[src/rtl/rr_arbiter.sv]
// Registered N-way arbiter: fixed-priority, round-robin, forced, all-off/all-on and hold modes.
// Optional starvation override enabled by defining ARB_STARVE_GUARD_EN.
module rr_arbiter #(
    parameter int N          = 4,
    parameter int STARVE_MAX = 7,
    localparam int IW        = ($clog2(N) > 1) ? $clog2(N) : 1
) (
    input  logic          clk,
    input  logic          rst,
    input  logic [N-1:0]  req,
    input  logic [2:0]    opcode,
    input  logic [IW-1:0] force_idx,
    output logic [N-1:0]  gnt,
    output logic [IW-1:0] gnt_idx,
    output logic          gnt_valid,
    output logic          op_error,
    output logic          starved
);

    typedef enum logic [2:0] {
        OP_FIX   = 3'b000,
        OP_RR    = 3'b001,
        OP_FORCE = 3'b010,
        OP_OFF   = 3'b011,
        OP_ON    = 3'b100,
        OP_HOLD  = 3'b101
    } op_e;

    function automatic logic [N-1:0] onehot(input logic [IW-1:0] idx);
        return {{(N-1){1'b0}}, 1'b1} << idx;
    endfunction

    function automatic logic [IW-1:0] inc_mod(input logic [IW-1:0] idx);
        return (idx == IW'(N - 1)) ? '0 : idx + IW'(1);
    endfunction

    logic [IW-1:0] rr_ptr, rr_ptr_n;
    logic [N-1:0]  gnt_n;
    logic [IW-1:0] gnt_idx_n;
    logic          op_error_n, starved_n;
    logic          fix_found, rr_found;
    logic [IW-1:0] fix_win, rr_win;
    logic          starve_hit;
    logic [IW-1:0] starve_win;
    int            rr_pos;

`ifdef ARB_STARVE_GUARD_EN
    logic [7:0] wait_cnt [N];

    // A requester stops waiting on the edge its grant is issued, so an override
    // winner is not picked a second time on the following cycle.
    // NOTE: the wait counters are a handful of flops, not a RAM, so they take the reset like any other state.
    always_ff @(posedge clk) begin
        if (rst) begin
            for (int i = 0; i < N; i++) wait_cnt[i] <= 8'd0;
        end else begin
            for (int i = 0; i < N; i++) begin
                if (req[i] && !gnt_n[i]) begin
                    if (wait_cnt[i] != 8'(STARVE_MAX)) wait_cnt[i] <= wait_cnt[i] + 8'd1;
                end else begin
                    wait_cnt[i] <= 8'd0;
                end
            end
        end
    end

    always_comb begin
        starve_hit = 1'b0;
        starve_win = '0;
        for (int i = N - 1; i >= 0; i--) begin
            if (req[i] && wait_cnt[i] == 8'(STARVE_MAX)) begin
                starve_hit = 1'b1;
                starve_win = IW'(i);
            end
        end
    end
`else
    assign starve_hit = 1'b0;
    assign starve_win = '0;
`endif

    // NOTE: every combinational output gets a default before any branch, so no path can infer a latch.
    always_comb begin
        // NOTE: blocking assignments here, since later statements must see the updated values.
        fix_found = 1'b0;
        fix_win   = '0;
        for (int i = N - 1; i >= 0; i--) begin
            if (req[i]) begin
                fix_found = 1'b1;
                fix_win   = IW'(i);
            end
        end

        rr_found = 1'b0;
        rr_win   = '0;
        rr_pos   = 0;
        for (int k = 0; k < N; k++) begin
            rr_pos = int'(rr_ptr) + k;
            if (rr_pos >= N) rr_pos = rr_pos - N;
            if (!rr_found && req[rr_pos]) begin
                rr_found = 1'b1;
                rr_win   = IW'(rr_pos);
            end
        end

        gnt_n      = gnt;
        starved_n  = starved;
        op_error_n = 1'b0;
        rr_ptr_n   = rr_ptr;

        case (opcode)
            OP_FIX: begin
                gnt_n     = '0;
                starved_n = starve_hit;
                if (starve_hit)     gnt_n = onehot(starve_win);
                else if (fix_found) gnt_n = onehot(fix_win);
            end
            OP_RR: begin
                gnt_n     = '0;
                starved_n = starve_hit;
                if (starve_hit) begin
                    gnt_n    = onehot(starve_win);
                    rr_ptr_n = inc_mod(starve_win);
                end else if (rr_found) begin
                    gnt_n    = onehot(rr_win);
                    rr_ptr_n = inc_mod(rr_win);
                end
            end
            OP_FORCE: begin
                starved_n = 1'b0;
                if (int'(force_idx) < N) begin
                    gnt_n = onehot(force_idx);
                end else begin
                    gnt_n      = '0;
                    op_error_n = 1'b1;
                end
            end
            OP_OFF: begin
                gnt_n     = '0;
                starved_n = 1'b0;
            end
            OP_ON: begin
                gnt_n     = '1;
                starved_n = 1'b0;
            end
            OP_HOLD: ;
            default: begin
                gnt_n      = '0;
                starved_n  = 1'b0;
                op_error_n = 1'b1;
            end
        endcase

        gnt_idx_n = '0;
        for (int i = N - 1; i >= 0; i--) begin
            if (gnt_n[i]) gnt_idx_n = IW'(i);
        end
    end

    // NOTE: registers use non-blocking assignments so every flop samples pre-edge values.
    always_ff @(posedge clk) begin
        if (rst) begin
            gnt       <= '0;
            gnt_idx   <= '0;
            gnt_valid <= 1'b0;
            op_error  <= 1'b0;
            starved   <= 1'b0;
            rr_ptr    <= '0;
        end else begin
            gnt       <= gnt_n;
            gnt_idx   <= gnt_idx_n;
            gnt_valid <= |gnt_n;
            op_error  <= op_error_n;
            starved   <= starved_n;
            rr_ptr    <= rr_ptr_n;
        end
    end

endmodule

[config.mk]
export PLATFORM = sky130hd
export DESIGN_NAME = rr_arbiter
export DESIGN_NICKNAME = d
export VERILOG_FILES = /design/src/rtl/rr_arbiter.sv
export SDC_FILE = /design/constraint.sdc
export NUM_CORES = 1
export LEC_CHECK = 0
export BUFFER_PORTS_ARGS = -buffer_cell sky130_fd_sc_hd__buf_2
export CORE_MARGIN = 8
export CORE_UTILIZATION = 53
export DETAILED_ROUTE_END_ITERATION = 6
export GPL_TIMING_DRIVEN = 0
export PLACE_DENSITY = 0.81
export SLEW_MARGIN = 5
export SYNTH_ARGS = -nofsm -noshare
export SYNTH_HDL_FRONTEND = slang
export SYNTH_SLANG_ARGS = --single-unit
export TNS_END_PERCENT = 20
[constraint.sdc]
create_clock -name clk -period 4.5 [get_ports clk]
set_clock_uncertainty 0.15 [all_clocks]
set_input_delay 0.675 -clock clk [delete_from_list [all_inputs] [get_ports clk]]
set_output_delay 0.675 -clock clk [all_outputs]
set_load 0.03 [all_outputs]
==> results.txt <==
Setup repair after global routing left no endpoint under its margin. The remaining antenna violation count is 0. The relative slew slack is 0.548. The most used flip-flop cell after synthesis is dfxtp_1.

Global routing finished with a remaining overflow of 0. The number of buffers inserted by port buffering is 14. Across every metal layer, demand over resource in global routing totals 0.120. The power density of the placed cells is 288 mW/mm2. The critical path data arrival time is 2.34 ns. The core region is 0.00127 mm2. The first routing iteration left 11 violations. The clock period could shrink to 2.35 ns.

The number of buffers added by the clock tree synthesis step is 3. The post-synthesis cell area came out at 708 um2. The worst slack at placement is 1.87 ns. The clock sink count came out at 10. In the final timing run, aggregate negative setup slack is 0 ns. The tool flagged a number of max-cap violations equal to 0. The largest net degree at the start of global routing came out at 11. The path with the worst hold slack has its endpoint at rr_ptr[0]. The top cell types in the final layout, fill and taps aside, are 15 x buf_2, 10 x dfxtp_1, 9 x nor2_1, 7 x a21oi_1, 6 x inv_1. The slew of the pin with the lowest slew margin came out at 0.673 ns. The antenna diode count came out at 0.

Across the VDD grid, the largest voltage drop is 0.161 mV. The worst register-to-register path begins at rr_ptr[1]. The number of cells on the worst hold path is 2. The library cell used most frequently in the layout, excluding fill and tap cells, is buf_2.

Counting every instance in the synthesized netlist gives 80. The synthesized area per cell came out at 8.85 um2. The Yosys step of the flow raised 0 warnings. Of all nets on the critical path, the largest fanout is 7. The register bit count reported by yosys is 10. After detailed routing, the total wire length is 1530 um. The register area share after synthesis came out at 0.283. The clock tree root buffer cell is clkbuf_4. The horizontal extent of the die came out at 52.6 um. The clock edge transition at the registers on the reported setup and hold paths is 0.07 ns. The worst setup path is launched from a primary input. The setup slack of the worst register-to-register path is 2.27 ns. The count of filler cells inserted in the layout came out at 112. The height of the chip is 52.6 um. In this run the cell area measured after placement is 797 um2.

For this run, design rule violations remaining after detail routing come to 0. The highest clock rate came out at 0.426 GHz. Dividing the detail-routed via count by the number of cells gives 5.48. The run finished with clean final reports. The top-area cell type share of the netlist area came out at 0.283. In the post-route analysis, the smallest setup slack over all paths is 2.15 ns. Once detailed placement completed, the half-perimeter wirelength came to 1180 um. For this run, the share of the core covered by cells in the final layout is 0.657. The setup-violating endpoint count in the final report is 0. The routed via count is 619. The count of distinct cell types in the synthesized netlist came out at 37. The worst flop-to-flop path endpoint is gnt_idx[1]. Hold repair after CTS inserted 0 buffers. The total count of hold-check failures in the final report is 0.

The fraction of layout cells with a size suffix above 1 came out at 0.316. The final routed wire length divided by cell count is 13.5 um. The period utilization is 0.521.

The detailed-router iteration count before antenna repair came out at 4. The endpoint required time on the critical path is 4.49 ns. The number of placement rows came out at 13. The maximum number of buffers from clock root to sink is 2. The number of enable flip-flop cells after synthesis is 0. Post-CTS timing repair inserted 0 buffers for setup. The fraction of synthesis flops using an asynchronous set or reset pin came out at 0. The number of global-route vias before repair came to 615.

In this run the most critical hold path is launched from rr_ptr[0]. The cell type with the largest total area after synthesis is dfxtp_1. The post-synthesis net count came out at 95. Gates resized during post-CTS repair numbered 0. The global-route wire length before repair is 2500 um.

The count of pins over their slew limit came out at 0. The number of antenna violations at the first check in global routing is 0. TritonCTS built the clock tree. The area added between synthesis and finish is 17.7%.

The initial core utilization came out at 0.558. The critical path is of the in2reg type. The worst setup path is captured at a flop. The congestion estimate from routability-driven global placement came to 0.811. In this run the worst hold path is classified as reg2reg.

The depth of the worst register-to-register path is 10. The boundary pin count is 20. The final layout contains 114 nets. The number of levels the H-tree was split into came out at 1.

In this run the static leakage power is 0.000353 uW. By area the synthesized netlist is led by dfxtp_1 28%, ha_1 7.1%, a21oi_1 4.9%. The overall power of the completed layout came out at 240 uW. The finished layout cell area came out at 833 um2. The clock latency on the worst-skew pair came out at 0.26 ns. The floorplan die area came out at 0.00276 mm2.
how the worst max path moves through the flow:
stage,endpoint,cells after the start,slack [ns],from
6_report,gnt_valid,9,2.15,req[1]
4_1_cts,gnt_valid,9,2.16,req[1]
2_1_floorplan,gnt_valid,9,2.02,req[0]
5_1_grt,gnt_valid,9,2.07,req[1]
3_5_place_dp,gnt_valid,9,1.87,req[1]
3_3_place_gp,gnt_valid,9,1.88,req[1]
sequential cells by signal, summed over array words and instances, names as in the netlist:
signal     flops
gnt            4
gnt_idx        2
rr_ptr         2
gnt_valid      1
op_error       1
layer usage:
metal	GRT usage	part of all wire	wire, um	up-vias
li1	-	-	-	318
met1	0.132	0.44	677	277
met2	0.182	0.43	663	19
met3	0.0398	0.091	139	5
met4	0.0991	0.029	44	0
met5	0	0	0	-
synthesized netlist by cell type (all sizes together), types with 2 or more instances:
cell type	number
a211oi	2
a21oi	7
buf	4
clkbuf	2
dfxtp	10
ha	4
inv	6
mux2i	2
nand2	5
nand2b	3
nand3b	2
nor2	9
nor2b	4
nor4	2
or4	2
area by class of cell:
cell class	instances	area, um2	area share
inverters	6	22.5	0.0270
plain buffers	6	42.5	0.0511
clock buffers	4	36.3	0.0435
flip-flops and latches	10	200	0.240
well taps	15	18.8	0.0225
multi-input cells	58	443	0.532
repair buffers	14	70.1	0.0841
kinds of logic after synthesis:
family          Yosys count  share of synthesized area
buf+inv                  12                     0.0919
mux                       2                     0.0283
compound gates           20                      0.235
fa+ha+maj                 4                     0.0707
simple gates             31                      0.286
flops                    10                      0.283
other cells               1                    0.00530
stage by stage:
step	hold slack [ns]	instances
3_3_place_gp	0.360	109
4_1_cts	0.382	113
3_5_place_dp	0.364	109
6_report	0.378	113
2_1_floorplan	0.333	80
5_1_grt	0.420	113
worst max-delay path, stage by stage:
cell	delay, ns
buf_2	0.15
nor4_4	0.38
nor2_1	0.14
ha_1	0.22
nand2_1	0.11
a2111oi_4	0.08
a211o_2	0.35
nor2b_2	0.15
a31oi_1	0.08
where the power goes:
| group | internal (uW) | total [uW] | switching, uW |
|---|---|---|---|
| sequential | 94.0 | 96.2 | 2.21 |
| combinational | 24.0 | 63.3 | 39.3 |
| clock | 49.1 | 80.4 | 31.3 |
| total | 167 | 240 | 72.8 |
Note: power is estimated with default switching activity, not from simulation.
